<file path="src/rtl/dcache_mshr.sv">
// rtl/dcache_mshr.sv - direct-mapped write-through data cache with an in-order load-miss MSHR
module dcache_mshr #(
    parameter int NUM_LINES  = 16,
    parameter int MSHR_DEPTH = 4
) (
    input  logic        clk,
    input  logic        rst,
    input  logic        mmio_req,
    input  logic        mmio_lw,
    input  logic [31:0] mmio_addr,
    input  logic [31:0] mmio_data_write,
    input  logic [4:0]  mmio_regD,
    output logic [31:0] mmio_data_read,
    output logic        hit_ack,
    output logic        miss_store,
    output logic        load_done_stall,
    output logic        passive_stall,
    output logic [4:0]  regD_done,
    output logic        mem_req,
    output logic        mem_we,
    output logic [31:0] mem_addr,
    output logic [31:0] mem_wdata,
    input  logic        mem_gnt,
    input  logic        mem_rvalid,
    input  logic [31:0] mem_rdata
);
    localparam int IDX_W = $clog2(NUM_LINES);
    localparam int TAG_W = 30 - IDX_W;
    localparam int PTR_W = $clog2(MSHR_DEPTH);
    localparam int CNT_W = PTR_W + 1;

    typedef enum logic [2:0] {IDLE, RD_REQ, RD_WAIT, RETIRE, WR_REQ} state_t;
    state_t state_q, state_d;

    logic [NUM_LINES-1:0]  line_vld_q;
    logic [TAG_W-1:0]      line_tag_q  [NUM_LINES];
    logic [31:0]           line_data_q [NUM_LINES];

    logic [MSHR_DEPTH-1:0] mshr_vld_q;
    logic [29:0]           mshr_addr_q [MSHR_DEPTH];
    logic [4:0]            mshr_rd_q   [MSHR_DEPTH];
    logic [PTR_W-1:0]      head_q, tail_q;
    logic [CNT_W-1:0]      cnt_q;
    logic [31:0]           ret_buf_q;
    logic [29:0]           wr_addr_q;
    logic [31:0]           wr_data_q;

    logic [29:0]      req_word;
    logic [IDX_W-1:0] req_idx;
    logic [TAG_W-1:0] req_tag;
    logic [29:0]      head_word;
    logic [IDX_W-1:0] head_idx;
    logic [TAG_W-1:0] head_tag;
    logic             unused_byte_offset;

    assign req_word  = mmio_addr[31:2];
    assign req_idx   = req_word[IDX_W-1:0];
    assign req_tag   = req_word[29:IDX_W];
    assign head_word = mshr_addr_q[head_q];
    assign head_idx  = head_word[IDX_W-1:0];
    assign head_tag  = head_word[29:IDX_W];
    assign unused_byte_offset = ^mmio_addr[1:0];

    logic line_hit, mshr_match, retire, req_ok;
    logic load_hit, push, store_ok, stall;

    always_comb begin
        mshr_match = 1'b0;
        for (int i = 0; i < MSHR_DEPTH; i++) begin
            if (mshr_vld_q[i] && (mshr_addr_q[i] == req_word)) begin
                mshr_match = 1'b1;
            end
        end
    end

    // A retiring refill owns the response port; the stage re-presents its request next cycle.
    assign line_hit = line_vld_q[req_idx] && (line_tag_q[req_idx] == req_tag);
    assign retire   = (state_q == RETIRE);
    assign req_ok   = mmio_req && !rst && !retire;
    assign load_hit = req_ok && mmio_lw && line_hit;
    assign push     = req_ok && mmio_lw && !line_hit && !mshr_match && (cnt_q != CNT_W'(MSHR_DEPTH));
    assign store_ok = req_ok && !mmio_lw && (state_q == IDLE) && (cnt_q == '0);
    assign stall    = req_ok && !load_hit && !push && !store_ok;

    always_ff @(posedge clk or posedge rst) begin
        if (rst) begin
            state_q <= IDLE;
        end else begin
            state_q <= state_d;
        end
    end

    always_comb begin
        state_d = state_q;
        case (state_q)
            IDLE: begin
                if (store_ok) begin
                    state_d = WR_REQ;
                end else if ((cnt_q != '0) || push) begin
                    state_d = RD_REQ;
                end
            end
            RD_REQ:  if (mem_gnt) state_d = RD_WAIT;
            RD_WAIT: if (mem_rvalid) state_d = RETIRE;
            RETIRE:  state_d = IDLE;
            WR_REQ:  if (mem_gnt) state_d = IDLE;
            default: state_d = IDLE;
        endcase
    end

    always_comb begin
        mmio_data_read  = '0;
        hit_ack         = 1'b0;
        miss_store      = 1'b0;
        load_done_stall = 1'b0;
        passive_stall   = 1'b0;
        regD_done       = '0;
        mem_req         = 1'b0;
        mem_we          = 1'b0;
        mem_addr        = '0;
        mem_wdata       = '0;
        if (!rst) begin
            case (state_q)
                RD_REQ: begin
                    mem_req  = 1'b1;
                    mem_addr = {head_word, 2'b00};
                end
                WR_REQ: begin
                    mem_req   = 1'b1;
                    mem_we    = 1'b1;
                    mem_addr  = {wr_addr_q, 2'b00};
                    mem_wdata = wr_data_q;
                end
                RETIRE: begin
                    load_done_stall = 1'b1;
                    regD_done       = mshr_rd_q[head_q];
                    mmio_data_read  = ret_buf_q;
                end
                default: ;
            endcase
            hit_ack       = load_hit || store_ok;
            miss_store    = push;
            passive_stall = stall;
            if (load_hit) begin
                mmio_data_read = line_data_q[req_idx];
            end
        end
    end

    always_ff @(posedge clk or posedge rst) begin
        if (rst) begin
            line_vld_q <= '0;
            mshr_vld_q <= '0;
            head_q     <= '0;
            tail_q     <= '0;
            cnt_q      <= '0;
            ret_buf_q  <= '0;
            wr_addr_q  <= '0;
            wr_data_q  <= '0;
            for (int i = 0; i < MSHR_DEPTH; i++) begin
                mshr_addr_q[i] <= '0;
                mshr_rd_q[i]   <= '0;
            end
        end else begin
            if (push) begin
                mshr_vld_q[tail_q]  <= 1'b1;
                mshr_addr_q[tail_q] <= req_word;
                mshr_rd_q[tail_q]   <= mmio_regD;
                tail_q              <= tail_q + 1'b1;
                cnt_q               <= cnt_q + 1'b1;
            end else if (retire) begin
                mshr_vld_q[head_q]   <= 1'b0;
                line_vld_q[head_idx] <= 1'b1;
                head_q               <= head_q + 1'b1;
                cnt_q                <= cnt_q - 1'b1;
            end
            if ((state_q == RD_WAIT) && mem_rvalid) begin
                ret_buf_q <= mem_rdata;
            end
            if (store_ok) begin
                wr_addr_q <= req_word;
                wr_data_q <= mmio_data_write;
            end
        end
    end

    // Line payload needs no reset: the valid bits gate every use.
    always_ff @(posedge clk) begin
        if (retire && !rst) begin
            line_tag_q[head_idx]  <= head_tag;
            line_data_q[head_idx] <= ret_buf_q;
        end else if (store_ok && line_hit) begin
            line_data_q[req_idx] <= mmio_data_write;
        end
    end
endmodule

</file>
<file path="config.mk">
export PLATFORM = sky130hd
export DESIGN_NAME = dcache_mshr
export DESIGN_NICKNAME = d
export VERILOG_FILES = /design/src/rtl/dcache_mshr.sv
export SDC_FILE = /design/constraint.sdc
export NUM_CORES = 1
export LEC_CHECK = 0
export CORE_MARGIN = 2
export CORE_UTILIZATION = 60
export DETAILED_ROUTE_END_ITERATION = 6
export GPL_ROUTABILITY_DRIVEN = 0
export PLACE_DENSITY = 0.77
export SLEW_MARGIN = 40
export SYNTH_ARGS = -nofsm -noshare
export SYNTH_HDL_FRONTEND = slang
export SYNTH_SLANG_ARGS = --single-unit
</file>
<file path="constraint.sdc">
create_clock -name clk -period 36.2 [get_ports clk]
set_clock_uncertainty 0.05 [all_clocks]
set_input_delay 9.05 -clock clk [delete_from_list [all_inputs] [get_ports clk]]
set_output_delay 9.05 -clock clk [all_outputs]
set_load 0.1 [all_outputs]
</file>
==> results.py <==
metrics = {
    "routing": {
        "initialDrtViolationCount": 3300,
        "avgRoutedWirePerCell_um": 30.32,
        "vias": 28028,
        "drc": 0,
        "via_per_inst": 6.623,
        "routed_wl_mm": 128.3,
        "final_antenna_net_count": 0,
        "first_pass_iters": 5,
    },
    "grt": {
        "antenna_found_initial": 0,
        "use_met1": 0.4098,
        "grt_max_degree": 86,
        "use_met3": 0.05129,
        "top_usage_layer": "met2",
        "grt_pass1_wl_mm": 189.5,
        "grt_pass1_vias": 28825,
        "use_met2": 0.5069,
        "grt_usage": 0.3032,
        "overflow": 0,
    },
    "clocking": {
        "cts_made_buffers": 114,
        "path_clk_slew_ns": 0.06,
        "root_buffer": "clkbuf_16",
        "cts_max_level": 3,
        "cts_setup_buffers": 0,
        "cts_sinks": 1192,
        "clk_path_buf_depth": 3,
        "cts_tree": "yes",
        "hold_buffers": 0,
        "cts_resized": 0,
        "insertion_delay_ns": 0.69,
    },
    "place": {
        "placed_area_sq_um": 53130,
        "dp_hpwl_mm": 73.99,
        "port_buffers": 209,
    },
    "sta": {
        "max_slew_margin": 0.4050,
        "setup_viol": 0,
        "slew_viol_final": 0,
        "fin_crit_ns": 23.85,
        "tns_ns": 0,
        "fin_crit_sh": 0.6588,
        "fmax_mhz": 41.93,
        "finalHoldViolations": 0,
        "rsz0062_at_grt": "false",
        "worst_slew_pin_slew_ns": 0.8897,
    },
    "setup_path": {
        "start_kind": "primary input",
        "crit_required_ns": 27.10,
        "arrival_ns": 14.75,
        "critPathMaxFanout": 52,
        "crit_path_end_kind": "output port",
        "rrSetupSlack_ns": 31.54,
        "worst-setup-path-type": "in -> out",
    },
    "finish": {
        "layout_commonest_cell": "edfxtp_1",
        "nNetsFinal": 3172,
        "mostFrequentLayoutCells": "edfxtp_1, mux4_2, dfrtp_1",
        "area_delta_synth_final_pct": 13.14,
        "postLayoutCellArea_sq_um": 56820,
        "drive_gt1_frac": 0.2406,
    },
    "floorplan": {
        "core_sq_um": 83290,
        "dieWidth_um": 293.3,
        "ios": 214,
        "dieHeight_um": 293.3,
        "initial_core_util": 0.6029,
        "fp-row-count": 106,
        "die_area_sq_um": 86020,
    },
    "synthesis": {
        "yosys.area.top_type": "edfxtp_1",
        "syn_inst": 2844,
        "netlist_area_sq_um": 50220,
        "yosys-top-cells-area": "edfxtp_1, dfrtp_1, mux4_2",
        "synthArstFlopShare": 0.2215,
        "ys_types": 71,
        "synth_ff_type": "edfxtp_1",
        "synth.avg_cell_area_sq_um": 17.66,
        "ys_ff_latch": 1192,
        "synth_top_area_share": 0.5549,
        "yosysSeqAreaShare": 0.6865,
        "yosys_warnings": 0,
        "synth_edf_count": 928,
    },
    "worst_hold_path": {
        "hold_class": "reg -> reg",
    },
    "run": {
        "cap_violations": 0,
    },
    "power_and_ir_drop": {
        "cellPowerDensity_nw_per_um2": 72.40,
        "ir_drop_uv": 50.70,
        "p_leak_nw": 20.35,
    },
    "status": {
        "status": "finished clean",
    },
}
[cell type report]
| class | instances | area [sq um] |
|---|---|---|
| Fill cell | 5283 | 26470 |
| Multi-Input combinational cell | 1424 | 14980 |
| Inverter | 54 | 221.5 |
| Clock buffer | 156 | 3153 |
| Clock inverter | 55 | 503.0 |
| Antenna cell | 1 | 2.502 |
| Timing Repair Buffer | 270 | 2127 |
| Tap cell | 1080 | 1351 |
| Sequential cell | 1192 | 34470 |
[cell usage after synthesis (19+ instances only)]
library cell / number
buf_1: 40
dfrtp_1: 264
mux2i_1: 78
a22oi_1: 29
mux4_2: 270
mux2_2: 94
xnor2_1: 127
o21ai_0: 40
nand2_1: 245
xor2_1: 22
nand4_1: 42
edfxtp_1: 928
mux2_1: 123
a22o_1: 33
inv_1: 51
buf_2: 30
o22ai_1: 19
nor3_1: 19
nor2_1: 37
and2_1: 36
nor4_1: 22
clkbuf_1: 80
[worst max-delay path, cell delays in order]
cell       delay, ns
buf_8           0.33
buf_4           0.69
buf_4           0.70
mux2i_1         0.16
a221oi_1        0.59
o2bb2ai_1       0.21
o32ai_1         0.15
a2111o_1        0.38
nor4_2          0.59
a21boi_1        0.39
a2111oi_0       0.78
buf_2           0.55
[stage by stage]
stage | std cells | hold WS [ns] | total power [mW] | utilization | worst slack, ns
floorplan | 2845 | 0.3726 | 2.631 | - | 10.24
global placement | 4015 | 0.3830 | 2.922 | 0.6427 | 11.13
detailed placement | 4019 | 0.3913 | 2.967 | 0.6379 | 12.43
CTS | 4230 | 0.4080 | 4.122 | 0.6818 | 12.40
global route | 4231 | 0.4206 | 4.253 | 0.6821 | 12.18
finish | 4232 | 0.4080 | 4.114 | 0.6821 | 12.35
[kinds of logic after synthesis]
logic type,count (synthesis),synth area share
buffers and inverters,229,0.02100
DFF,1192,0.6865
muxes,565,0.1853
other,1,0.00007468
xor gates and xnor gates,149,0.02599
AOI/OAI and AO/OA,197,0.02985
adders and majority gates,9,0.002392
and+or+nand+nor,502,0.04891
[final timing paths]
| path | from | endpoint | depth (start not counted) |
|---|---|---|---|
| setup / recovery | mmio_addr[4] | passive_stall | 12 |
| hold / removal | line_vld_q[1] | line_vld_q[1] | 1 |
| setup reg to reg | line_tag_q[2][15] | line_data_q[3][4] | 9 |
| hold reg to reg | line_vld_q[1] | line_vld_q[1] | 1 |
| max in group asynchronous | rst | head_q[0] | 3 |
| min in group asynchronous | rst | mshr_rd_q[15] | 2 |
[state kept, by name (all words and copies together) (netlist names)]
signal	cells
cnt_q	3
head_q	2
line_data_q	512
line_tag_q	416
line_vld_q	16
mshr_addr_q	120
mshr_rd_q	20
mshr_vld_q	4
ret_buf_q	32
state_q	3
tail_q	2
wr_addr_q	30
wr_data_q	32
[layer usage]
metal  wire, um  up-vias
met5          0        -
met4       4340        0
met3      11290      263
met2      64680     1544
met1      48020    14658
li1           -    11563
[report_power, final]
group          internal [mW]  switching (mW)
Combinational          0.303           0.659
Clock                  0.654           0.509
Sequential              1.87           0.116
Total                   2.83            1.28
Power figures use the tool's default switching activity.
